===== src/rtl/apb_mailbox_pkg15.sv =====
// Shared constants and types for the APB mailbox responder.
package apb_mailbox_pkg15;

  // Register word offsets, compared against paddr[6:2]
  localparam logic [4:0] ADDR_CTRL    = 5'h00;
  localparam logic [4:0] ADDR_STATUS  = 5'h01;
  localparam logic [4:0] ADDR_TXDATA  = 5'h02;
  localparam logic [4:0] ADDR_SCRATCH = 5'h03;
  localparam logic [4:0] ADDR_OVFCLR  = 5'h04;

  // STATUS layout: count occupies [STATUS_COUNT_W-1:0]
  localparam int unsigned STATUS_COUNT_W   = 3;
  localparam int unsigned STATUS_FULL_BIT  = 3;
  localparam int unsigned STATUS_EMPTY_BIT = 4;
  localparam int unsigned STATUS_OVF_BIT   = 5;

  typedef enum logic {
    StIdle,
    StAccess
  } apb_state_e;

endpackage


===== src/rtl/mbox_fifo15.sv =====
// Synchronous first-word-fall-through FIFO with push/pop/flush for the mailbox.
module mbox_fifo15 #(
  parameter  int unsigned DEPTH = 4,
  parameter  int unsigned WIDTH = 32,
  localparam int unsigned PW    = $clog2(DEPTH),
  localparam int unsigned CW    = PW + 1
) (
  input  logic             i_clk,
  input  logic             i_rst_n,
  input  logic             i_push,
  input  logic [WIDTH-1:0] i_din,
  input  logic             i_pop,
  input  logic             i_flush,
  output logic [WIDTH-1:0] o_dout,
  output logic             o_full,
  output logic             o_empty,
  output logic [CW-1:0]    o_count,
  output logic             o_push_drop
);

  logic [WIDTH-1:0] r_mem [DEPTH];
  logic [PW-1:0]    r_wr_ptr;
  logic [PW-1:0]    r_rd_ptr;
  logic [CW-1:0]    r_count;
  logic             w_pop_ok;
  logic             w_push_ok;

  assign o_empty     = (r_count == '0);
  assign o_full      = (r_count == CW'(DEPTH));
  assign o_count     = r_count;
  assign o_dout      = r_mem[r_rd_ptr];
  assign w_pop_ok    = i_pop & ~o_empty;
  // A pop in the same cycle frees a slot, so a push into a full FIFO still lands
  assign w_push_ok   = i_push & (~o_full | w_pop_ok);
  assign o_push_drop = i_push & o_full & ~w_pop_ok;

  // Storage, pointers and occupancy; flush overrides any push/pop
  always_ff @(posedge i_clk or negedge i_rst_n) begin
    if (!i_rst_n) begin
      for (int i = 0; i < DEPTH; i++) r_mem[i] <= '0;
      r_wr_ptr <= '0;
      r_rd_ptr <= '0;
      r_count  <= '0;
    end else if (i_flush) begin
      r_wr_ptr <= '0;
      r_rd_ptr <= '0;
      r_count  <= '0;
    end else begin
      if (w_push_ok) begin
        r_mem[r_wr_ptr] <= i_din;
        r_wr_ptr        <= r_wr_ptr + PW'(1);
      end
      if (w_pop_ok) r_rd_ptr <= r_rd_ptr + PW'(1);
      if (w_push_ok && !w_pop_ok) begin
        r_count <= r_count + CW'(1);
      end else if (!w_push_ok && w_pop_ok) begin
        r_count <= r_count - CW'(1);
      end
    end
  end

endmodule


===== src/rtl/apb_mailbox_slave15.sv =====
// APB responder with control/status registers, scratch word and a write mailbox FIFO.
import apb_mailbox_pkg15::*;

module apb_mailbox_slave15 #(
  parameter int unsigned WAIT_STATES   = 2,
  parameter int unsigned FIFO_DEPTH    = 4,
  parameter logic [31:0] RESET_SCRATCH = 32'h0
) (
  input  logic        pclk15,
  input  logic        n_preset15,
  input  logic        psel15,
  input  logic        penable15,
  input  logic        pwrite15,
  input  logic [6:0]  paddr15,
  input  logic [31:0] pwdata15,
  output logic [31:0] prdata15,
  output logic        pready15,
  input  logic        fifo_pop15,
  output logic [31:0] fifo_dout15,
  output logic        fifo_empty15,
  output logic        irq15
);

  localparam int unsigned CW = $clog2(FIFO_DEPTH) + 1;

  apb_state_e    r_state;
  logic [3:0]    r_cnt;
  logic          r_ctrl_en;
  logic [31:0]   r_scratch;
  logic          r_ovf;

  logic [4:0]    w_word;
  logic          w_commit;
  logic          w_push_req;
  logic          w_flush;
  logic          w_ovf_clr;
  logic          w_fifo_full;
  logic          w_fifo_drop;
  logic [CW-1:0] w_count;
  logic [31:0]   w_status;
  logic [31:0]   w_rdata_mux;
  logic          w_unused;

  assign w_word     = paddr15[6:2];
  assign w_unused   = ^paddr15[1:0];
  assign pready15   = (r_state == StAccess) && (r_cnt == 4'd0) && psel15 && penable15;
  assign w_commit   = pready15 & pwrite15;
  assign w_push_req = w_commit && (w_word == ADDR_TXDATA);
  // Flush is a one-cycle pulse straight into the FIFO, so CTRL[1] never holds state
  assign w_flush    = w_commit && (w_word == ADDR_CTRL) && pwdata15[1];
  assign w_ovf_clr  = w_commit && (w_word == ADDR_OVFCLR) && pwdata15[0];
  assign irq15      = r_ctrl_en & ~fifo_empty15;

  mbox_fifo15 #(
    .DEPTH (FIFO_DEPTH),
    .WIDTH (32)
  ) u_fifo (
    .i_clk       (pclk15),
    .i_rst_n     (n_preset15),
    .i_push      (w_push_req & r_ctrl_en),
    .i_din       (pwdata15),
    .i_pop       (fifo_pop15),
    .i_flush     (w_flush),
    .o_dout      (fifo_dout15),
    .o_full      (w_fifo_full),
    .o_empty     (fifo_empty15),
    .o_count     (w_count),
    .o_push_drop (w_fifo_drop)
  );

  // APB transfer FSM with wait-state counter; dropping psel abandons the access
  always_ff @(posedge pclk15 or negedge n_preset15) begin
    if (!n_preset15) begin
      r_state <= StIdle;
      r_cnt   <= '0;
    end else begin
      case (r_state)
        StIdle: begin
          if (psel15 && !penable15) begin
            r_state <= StAccess;
            r_cnt   <= 4'(WAIT_STATES);
          end
        end
        StAccess: begin
          if (!psel15 || pready15) begin
            r_state <= StIdle;
          end else if (r_cnt != 4'd0) begin
            r_cnt <= r_cnt - 4'd1;
          end
        end
        default: r_state <= StIdle;
      endcase
    end
  end

  // Software-visible registers, updated only on committed writes
  always_ff @(posedge pclk15 or negedge n_preset15) begin
    if (!n_preset15) begin
      r_ctrl_en <= 1'b0;
      r_scratch <= RESET_SCRATCH;
      r_ovf     <= 1'b0;
    end else begin
      if (w_commit && (w_word == ADDR_CTRL))    r_ctrl_en <= pwdata15[0];
      if (w_commit && (w_word == ADDR_SCRATCH)) r_scratch <= pwdata15;
      if (w_fifo_drop) begin
        r_ovf <= 1'b1;
      end else if (w_ovf_clr) begin
        r_ovf <= 1'b0;
      end
    end
  end

  // Read mux; prdata is only non-zero on the completing cycle of a read
  always_comb begin
    w_status                                = '0;
    w_status[STATUS_COUNT_W-1:0]            = STATUS_COUNT_W'(w_count);
    w_status[STATUS_FULL_BIT]               = w_fifo_full;
    w_status[STATUS_EMPTY_BIT]              = fifo_empty15;
    w_status[STATUS_OVF_BIT]                = r_ovf;
    w_rdata_mux = '0;
    case (w_word)
      ADDR_CTRL:    w_rdata_mux = {31'b0, r_ctrl_en};
      ADDR_STATUS:  w_rdata_mux = w_status;
      ADDR_SCRATCH: w_rdata_mux = r_scratch;
      default:      w_rdata_mux = '0;
    endcase
    prdata15 = (pready15 && !pwrite15) ? w_rdata_mux : '0;
  end

endmodule


===== config.mk =====
export PLATFORM = sky130hd
export DESIGN_NAME = apb_mailbox_slave15
export DESIGN_NICKNAME = d
export VERILOG_FILES = /design/src/rtl/apb_mailbox_pkg15.sv /design/src/rtl/mbox_fifo15.sv /design/src/rtl/apb_mailbox_slave15.sv
export SDC_FILE = /design/constraint.sdc
export NUM_CORES = 1
export LEC_CHECK = 0
export CAP_MARGIN = 20
export CORE_MARGIN = 2
export CORE_UTILIZATION = 50
export CTS_BUF_LIST = sky130_fd_sc_hd__clkbuf_2
export CTS_CLUSTER_SIZE = 20
export DETAILED_ROUTE_END_ITERATION = 8
export PLACE_DENSITY = 0.83
export RECOVER_POWER = 25
export SETUP_SLACK_MARGIN = 0.15
export SLEW_MARGIN = 20
export SYNTH_ARGS = -nofsm -noshare
export SYNTH_HDL_FRONTEND = slang
export SYNTH_HIERARCHICAL = 1
export SYNTH_SLANG_ARGS = --single-unit

===== constraint.sdc =====
create_clock -name pclk15 -period 4 [get_ports pclk15]
set_clock_uncertainty 0.15 [all_clocks]
set_input_delay 0.4 -clock pclk15 [delete_from_list [all_inputs] [get_ports pclk15]]
set_output_delay 0.4 -clock pclk15 [all_outputs]
set_load 0.05 [all_outputs]

==> metrics.md <==
| Metric | Value |
|---|---|
| Cts bufs inserted | 17 |
| Chip height | 137 um |
| Sw Share | 0.302 |
| CP endpoint kind | primary output |
| Synth unique cells | 54 |
| Design Power | 3.48 mW |
| Yosys top cell area share | 0.494 |
| Hold path depth | 3 |
| Commonest non-fill, non-tap cells in the layout | dfrtp_1, mux2_4, clkdlybuf4s50_1 |
| Critical path arrival | 3.07 ns |
| Cell area power density | 341 mW/mm^2 |
| Crit path max fanout | 6 |
| Reg2Reg Depth | 11 |
| Fillers | 1291 |
| Fmax | 277 MHz |
| I/O Pins | 112 |
| # nets final | 703 |
| FFs w/ async S/R, synth | 1.00 |
| Router iterations before antenna repair | 5 |
| Pre-CTS setup slack | 0.414 ns |
| Initial DRC Count | 224 |
| Seq pwr share | 0.574 |
| DP Wirelength | 11.9 mm |
| Top FF cell, synth | dfrtp_1 |
| Hold Slack | 0.218 ns |
| Pleak | 4.87 nW |
| Failing checks | max-capacitance violations, max-slew violations |
| Sink Count | 174 |
| Layout cells sized above 1 | 0.419 |
| Area of the multi-input gates | 0.00408 sq mm |
| Tcrit/Tclk final | 0.904 |
| Most common cell after layout, fill and taps aside | dfrtp_1 |
| Top cells by area, synth | dfrtp_1, mux2_4, mux4_2 |
| Chip width | 137 um |
| Syn avg cell area | 16.2 sq um |
| Worst IR drop on VDD | 0.000268 V |
| Int Pwr | 2.43 mW |
| Period minus WS final | 3.62 ns |
| Clk pwr share | 0.277 |
| Unrepaired setup endpoints after global routing | no |
| Most area-hungry cell type in the Yosys netlist | dfrtp_1 |
| Initial antenna violation count | 0 |
| Clk buf depth | 2 |
| Status | finished, violations left |
| Register bit total from synthesis | 174 |
| TritonCTS clock tree | done |
| Mapped Area | 0.00882 sq mm |
| First-pass GRT wire length | 29.5 mm |
| Cell count after synthesis | 543 |
| Final worst slack | 0.385 ns |
| Initial core utilization | 0.510 |
| Syn nets | 594 |
| Setup TNS Final | 0 ns |
| Vias | 4973 |
| GPL Wtd Cong | 0.854 |
| Startpoint class of the critical path | register |
| Residual DRC | 0 |
| Root buf cell | clkbuf_2 |
| HP Class | in2reg |
| Drt total wl | 18.2 mm |
| Placed Cells | 855 |
| CP required | 3.45 ns |
| Vias in the first global route | 5531 |
| Sequential cell area fraction in the yosys report | 0.494 |
| Standard-cell rows | 48 |
| FF+latch area | 0.00436 sq mm |
| Area Growth Syn to Fin | 15.6% |
| Non-Filler Instances | 889 |
| Number of synthesized flops with an enable pin | 0 |
| NetSw | 1.05 mW |
| Avg WL per Cell | 20.5 um |
| Worst setup path class | reg2out |
| Core Region | 0.0173 sq mm |
| Final setup vio count | 0 |
| Max Slew Vio Count | 105 |
| Antenna-violating nets left | 0 |
| Skew-Pair Late Insertion Delay | 0.71 ns |
| DIE AREA | 0.0187 sq mm |
| MaxCap Viol Count | 1 |
| GRT overflow | 0 |
| H-Tree Depth | 4 |
| Ant diodes | 0 |
| Gr usage total | 0.205 |
| Hold Fails Final Rpt | 0 |
| Port bufs | 109 |
| Synth warnings | 6 |
| Largest net degree at the start of global routing | 106 |
| Vias per std cell | 5.59 |
| Max-Slew Margin vs Limit | -0.732 |
| Tightest Pin Transition | 2.60 ns |
| Worst-path clk slew | 0.22 ns |
| Combinational share of power | 0.149 |
[worst max-delay path, cell delays in order, from the launching register on]
cell and delay [ns]:
dfrtp_1 0.43, inv_1 0.10, ha_1 0.21, and3b_1 0.21, nand3_2 0.17, or4_4 0.56, nor2_1 0.13, dlygate4sd2_1 0.54
[metal layers]
| layer | global-route usage | wire length (um) | vias up |
|---|---|---|---|
| li1 | - | - | 2181 |
| met1 | 0.273 | 8160 | 2620 |
| met2 | 0.336 | 8900 | 142 |
| met3 | 0.0459 | 844 | 30 |
| met4 | 0.0693 | 284 | 0 |
| met5 | 0 | 0 | - |
[layout make-up]
type | count | share of cell area
clock buffers | 17 | 0.00834
clock inverters | 14 | 0.0164
well taps | 225 | 0.0276
multi-input cells | 322 | 0.400
repair buffers | 127 | 0.117
flip-flops and latches | 174 | 0.427
inverters | 10 | 0.00380
[logic make-up (layout without fill, tap and decap cells)]
group	Yosys count	count (layout)	synth area share
muxes	199	199	0.358
DFF	174	174	0.494
and+or+nand+nor	92	92	0.0682
buffers and inverters	47	168	0.0508
AOI/OAI and AO/OA	22	22	0.0167
adders and majority gates	6	6	0.00936
xor gates and xnor gates	3	3	0.00298
[metrics by stage]
stage | utilization | area, sq um
2_1_floorplan | - | 8820
3_3_place_gp | 0.575 | 9940
3_5_place_dp | 0.575 | 9940
4_1_cts | 0.590 | 10200
5_1_grt | 0.590 | 10200
6_report | 0.590 | 10200
[worst paths after layout]
kind	start	endpoint	slack (ns)
min in group asynchronous	n_preset15	r_cnt[0]	0.83
max	r_cnt[0]	prdata15[2]	0.38
max reg2reg	r_cnt[0]	u_fifo/r_mem[75]	0.99
min	psel15	r_state	0.22
max in group asynchronous	n_preset15	u_fifo/r_rd_ptr[0]	1.07
min reg2reg	r_cnt[0]	r_cnt[0]	0.38
[power by group through the flow]
stage | Combinational, mW | Sequential, mW | Clock [mW]
after CTS | 0.526 | 1.99 | 1.00
after global placement | 0.500 | 2.02 | 0
after global routing | 0.562 | 2.02 | 1.08
after detailed placement | 0.523 | 2.02 | 0
final | 0.518 | 2.00 | 0.966
after floorplan | 0.491 | 1.85 | 0
[Yosys cell counts, types with 2 or more instances]
| cell type | n |
|---|---|
| mux4_2 | 32 |
| nor3_1 | 3 |
| a21oi_1 | 2 |
| buf_6 | 5 |
| nor3b_1 | 2 |
| nor4bb_1 | 4 |
| nor2b_1 | 3 |
| or3_1 | 2 |
| clkbuf_2 | 2 |
| a22oi_1 | 5 |
| mux2i_1 | 3 |
| clkbuf_1 | 6 |
| mux2_2 | 14 |
| nor2_1 | 23 |
| nand2_1 | 6 |
| o21ai_0 | 5 |
| xor2_1 | 2 |
| dfrtp_1 | 174 |
| a31oi_1 | 3 |
| nand3_1 | 3 |
| inv_1 | 9 |
| buf_4 | 4 |
| mux2_4 | 150 |
| nand2b_1 | 4 |
| buf_2 | 7 |
| and2_1 | 27 |
| ha_1 | 5 |
| buf_12 | 12 |
[timing repair]
item                                    in CTS  in global routing
endpoints found under the setup margin      14                 17
endpoints found under the hold margin      104                  0
buffers inserted                             2                  0
hold buffers                                 1                  0
resized for setup                           13                  2
pin swaps                                    1                  0
[sequential cells by signal, indices dropped and copies added, names as in the netlist]
register	count
u_fifo/r_mem	128
r_state	1
r_ovf	1
r_ctrl_en	1
u_fifo/o_count	3
u_fifo/r_wr_ptr	2
u_fifo/r_rd_ptr	2
r_scratch	32
r_cnt	4
Note: power is estimated with default switching activity, not from simulation.
==> patch 1 (config.mk and constraints unchanged) <==
The parameter `FIFO_DEPTH` goes from 4 to 8.
--- a/src/rtl/apb_mailbox_slave15.sv
+++ b/src/rtl/apb_mailbox_slave15.sv
@@ -4,5 +4,5 @@
 module apb_mailbox_slave15 #(
   parameter int unsigned WAIT_STATES   = 2,
-  parameter int unsigned FIFO_DEPTH    = 4,
+  parameter int unsigned FIFO_DEPTH    = 8,
   parameter logic [31:0] RESET_SCRATCH = 32'h0
 ) (
Formal check against the unedited RTL: no difference found for any inputs over 4 cycles, from zero or initial values and one cycle with n_preset15 low; that may be too few to reach the edited logic, so the function may still have changed.
==> patch 1 against the original RTL <==
The run still ends with max-capacitance violations, max-slew violations left. Die area up 61%. Wire length up 67%. Area after synthesis grew 63%. Combinational power rose by 150%. Cell area rose by 67%. Worst setup slack worse by 68 ps. Total power is 90% higher. Sequential power up 64%. Non-clock buffer count up 21. Sequential cell count increased by 131. Core utilization is 0.53 points higher. Maximum frequency fell by 1.8%. Largest cell class unchanged.
==> patch 1: results <==
INSERT INTO impl_metrics (metric_group, metric, value, unit) VALUES
('outcome', 'outcome', 'finished, violations left', ''),
('outcome', 'violated_checks', 'max-capacitance violations, max-slew violations', ''),
('die', 'initial_utilization', '50.4', '%'),
('synthesis', 'yosysSeqAreaShare', '53.1', '%'),
('synthesis', 'synth.ff_latch_count', '305', ''),
('synthesis', 'synth_nets', '960', ''),
('clock_network', 'insertion_delay', '840', 'ps'),
('timing', 'slew_violations', '91', ''),
('synthesis', 'synth.lib_cells_used.distinct', '59', ''),
('cells_and_area', 'nets_final', '1133', ''),
('grt', 'antenna_found_initial', '1', ''),
('place', 'place_area', '16200', 'um2'),
('synthesis', 'yosys.area_share.adder', '0.574', '%'),
('synthesis', 'yosys-top-cells-area', 'sky130_fd_sc_hd__dfrtp_1 (53%), sky130_fd_sc_hd__mux2_2 (20%), sky130_fd_sc_hd__mux4_2 (10%), sky130_fd_sc_hd__mux2_4 (6.3%), sky130_fd_sc_hd__and2_1 (1.1%)', ''),
('cells_and_area', 'signal_buffer_area_fraction', '10.6', '%'),
('detailed_routing', 'detailedRoute.firstPassIterationCount', '4', ''),
('cells_and_area', 'nMultiInputCombCells', '536', ''),
('grt', 'via_count_of_the_first_global_routing_pass', '9149', ''),
('power', 'clock_power_share', '31.1', '%'),
('synthesis', 'compound_gate_fraction_of_synth_area', '1.28', '%'),
('setup_path', 'reg2regPathDepth', '10', ''),
('run', 'maxCapViolCount', '1', ''),
('place', 'finalWeightedCongestion', '0.770', ''),
('cells_and_area', 'antennaDiodeCount', '1', ''),
('cells_and_area', 'clock_cell_share', '4.01', '%');
## patch 1: logic make-up (layout without fill, tap and decap cells)
group	after synthesis	count (layout)
xor+xnor	7	7
simple gates	107	107
fa+ha+maj	6	6
compound gates	27	27
other cells	0	1
mux	389	389
flops	305	305
buf+inv	68	292
## patch 1: metal layers
metal  share of wire (%)  up-vias  GRT usage, %
li1                    -     3736             -
met1                  43     4407          27.3
met2                  51      176          34.5
met3                 4.2       34          4.08
met4                 1.3        0          6.55
met5                   0        -             0
## patch 1: per-stage QoR
stage / utilization, % / setup WS, ps / std cells / hold slack [ps]
floorplan: - / 953 / 909 / -45.6
global placement: 56.8 / 454 / 1370 / 313
detailed placement: 56.8 / 430 / 1370 / 317
CTS: 59.2 / 19.1 / 1508 / 31.1
global route: 59.5 / 126 / 1518 / 63.8
finish: 59.5 / 317 / 1518 / 92.9
==> patch 2 (config.mk and constraints unchanged) <==
Without the edit above. Register the output `irq15`; this adds one clock of latency there. The other outputs are not delayed to match.
--- a/src/rtl/apb_mailbox_slave15.sv
+++ b/src/rtl/apb_mailbox_slave15.sv
@@ -50,5 +50,7 @@
   assign w_flush    = w_commit && (w_word == ADDR_CTRL) && pwdata15[1];
   assign w_ovf_clr  = w_commit && (w_word == ADDR_OVFCLR) && pwdata15[0];
-  assign irq15      = r_ctrl_en & ~fifo_empty15;
+  always_ff @(posedge pclk15) begin
+    irq15 <= r_ctrl_en & ~fifo_empty15;
+  end
 
   mbox_fifo15 #(
Formal check against the unedited RTL: not equivalent (Yosys sat finds a counterexample within 10 cycles, from zero or initial values and one cycle with n_preset15 low).
==> patch 2 against the original RTL <==
The run still ends with max-capacitance violations, max-slew violations left. Maximum frequency grew 0.24%. Area after synthesis shrank 0.79%. Register-to-register slack gained 70 ps. Non-clock buffer count fell by 3. Wire length fell by 0.54%. Sequential cell count increased by 1. Cell area up 2.2%. Total power grew 3.6%. Worst setup slack improved by 8.5 ps. Worst hold slack got worse by 68 ps. Via count is 0.82% lower. Largest cell class unchanged. Largest power group unchanged.
==> patch 2: results <==
INSERT INTO impl_metrics (metric_group, metric, value, unit) VALUES
('outcome', 'outcome', 'finished, violations left', ''),
('outcome', 'violated_checks', 'max-capacitance violations, max-slew violations', ''),
('detailed_routing', 'postRouteWirelength', '18100', 'um'),
('grt', 'grt.total_usage', '20.9', '%'),
('grt', 'antenna_found_initial', '1', ''),
('synthesis', 'synth.lib_cells_used.distinct', '53', ''),
('detailed_routing', 'violation_count_after_the_first_detailed_routing_iteration', '192', ''),
('timing', 'slew_at_the_pin_closest_to_its_max_slew_limit', '2540', 'ps'),
('synthesis', 'synthArstFlopShare', '99.4', '%'),
('setup_path', 'critPathArrivalTime', '3060', 'ps'),
('grt', 'via_count_of_the_first_global_routing_pass', '5462', ''),
('place', 'dp_hpwl', '11900', 'um'),
('setup_path', 'critical_path_fanout_max', '19', ''),
('grt', 'grtUsageMet3', '3.09', '%'),
('run', 'maxCapViolCount', '1', ''),
('grt', 'use_met1', '27.0', '%'),
('grt', 'grt_max_degree', '105', ''),
('setup_path', 'ff2ff_setup_slack', '1060', 'ps'),
('timing', 'slew_violations', '105', ''),
('synthesis', 'synth_cells', '542', ''),
('cells_and_area', 'drive_above_1_share', '45.8', '%'),
('grt', 'first_pass_grt_wire_length', '29600', 'um'),
('grt', 'grt.met2_usage', '36.3', '%'),
('place', 'finalWeightedCongestion', '0.824', ''),
('synthesis', 'yosysSeqAreaShare', '50.0', '%'),
('place', 'dp_cells', '852', '');
[patch 2: cell count changes after synthesis, sizes merged, moves of 2 or more]
cell,before,now
nand4,2,0
buf,29,32
and3,0,2
nor3b,2,4
clkbuf,8,5
nor2,23,21
[patch 2: report_power, final]
part | internal [mW] | switching, mW
Sequential | 1.81 | 0.194
Combinational | 0.277 | 0.237
Clock | 0.433 | 0.655
[patch 2: critical path, cell delays in order (launching register included)]
cell and delay, ps:
sky130_fd_sc_hd__dfrtp_2 790, sky130_fd_sc_hd__buf_12 280, sky130_fd_sc_hd__mux4_2 530, sky130_fd_sc_hd__clkdlybuf4s50_1 760
[patch 2: path summary, 6_finish.rpt]
check / end
setup / recovery: fifo_dout15[31]
hold / removal: r_state
setup reg to reg: u_fifo/r_mem[75]
hold reg to reg: r_scratch[29]
max in group asynchronous: u_fifo/r_mem[92]
min in group asynchronous: u_fifo/r_mem[125]
[patch 2: what timing repair did]
action                     CTS  global route
gates resized for setup      6            12
setup buffers                0             1
setup endpoints to repair    6            24
hold endpoints to repair   103             0
pin swaps                    0             1
hold buffers                 1             0
[patch 2: area by class of cell]
cell class | instances | area share (%)
clock buffers | 17 | 0.816
diodes | 1 | 0.0240
flip-flops and latches | 175 | 42.0
well taps | 225 | 2.70
inverters | 10 | 0.360
repair buffers | 124 | 13.8
multi-input cells | 320 | 38.1
clock inverters | 15 | 2.15
[patch 2: cell families after synthesis]
family / share of synthesized area, %
mux: 34.8
fa+ha+maj: 0.944
xor+xnor: 0.300
compound gates: 1.70
simple gates: 6.96
buf+inv: 5.26
flops: 50.0
[patch 2: per-stage QoR]
stage	hold WS [ps]	area [um2]	util (%)	setup WS (ps)	power (mW)
final	150	10400	60.7	393	3.61
after CTS	53.8	10500	60.9	199	3.66
after global routing	89.4	10400	60.7	157	3.78
after global placement	316	10100	59.1	619	2.53
after detailed placement	335	10100	59.1	544	2.56
after floorplan	-45.6	8750	-	882	2.35
[patch 2: routing by layer]
| metal | share of wire [%] | up-vias |
|---|---|---|
| met5 | 0 | - |
| met3 | 3.4 | 9 |
| met1 | 43 | 2625 |
| met2 | 52 | 127 |
| li1 | - | 2171 |
| met4 | 0.81 | 0 |
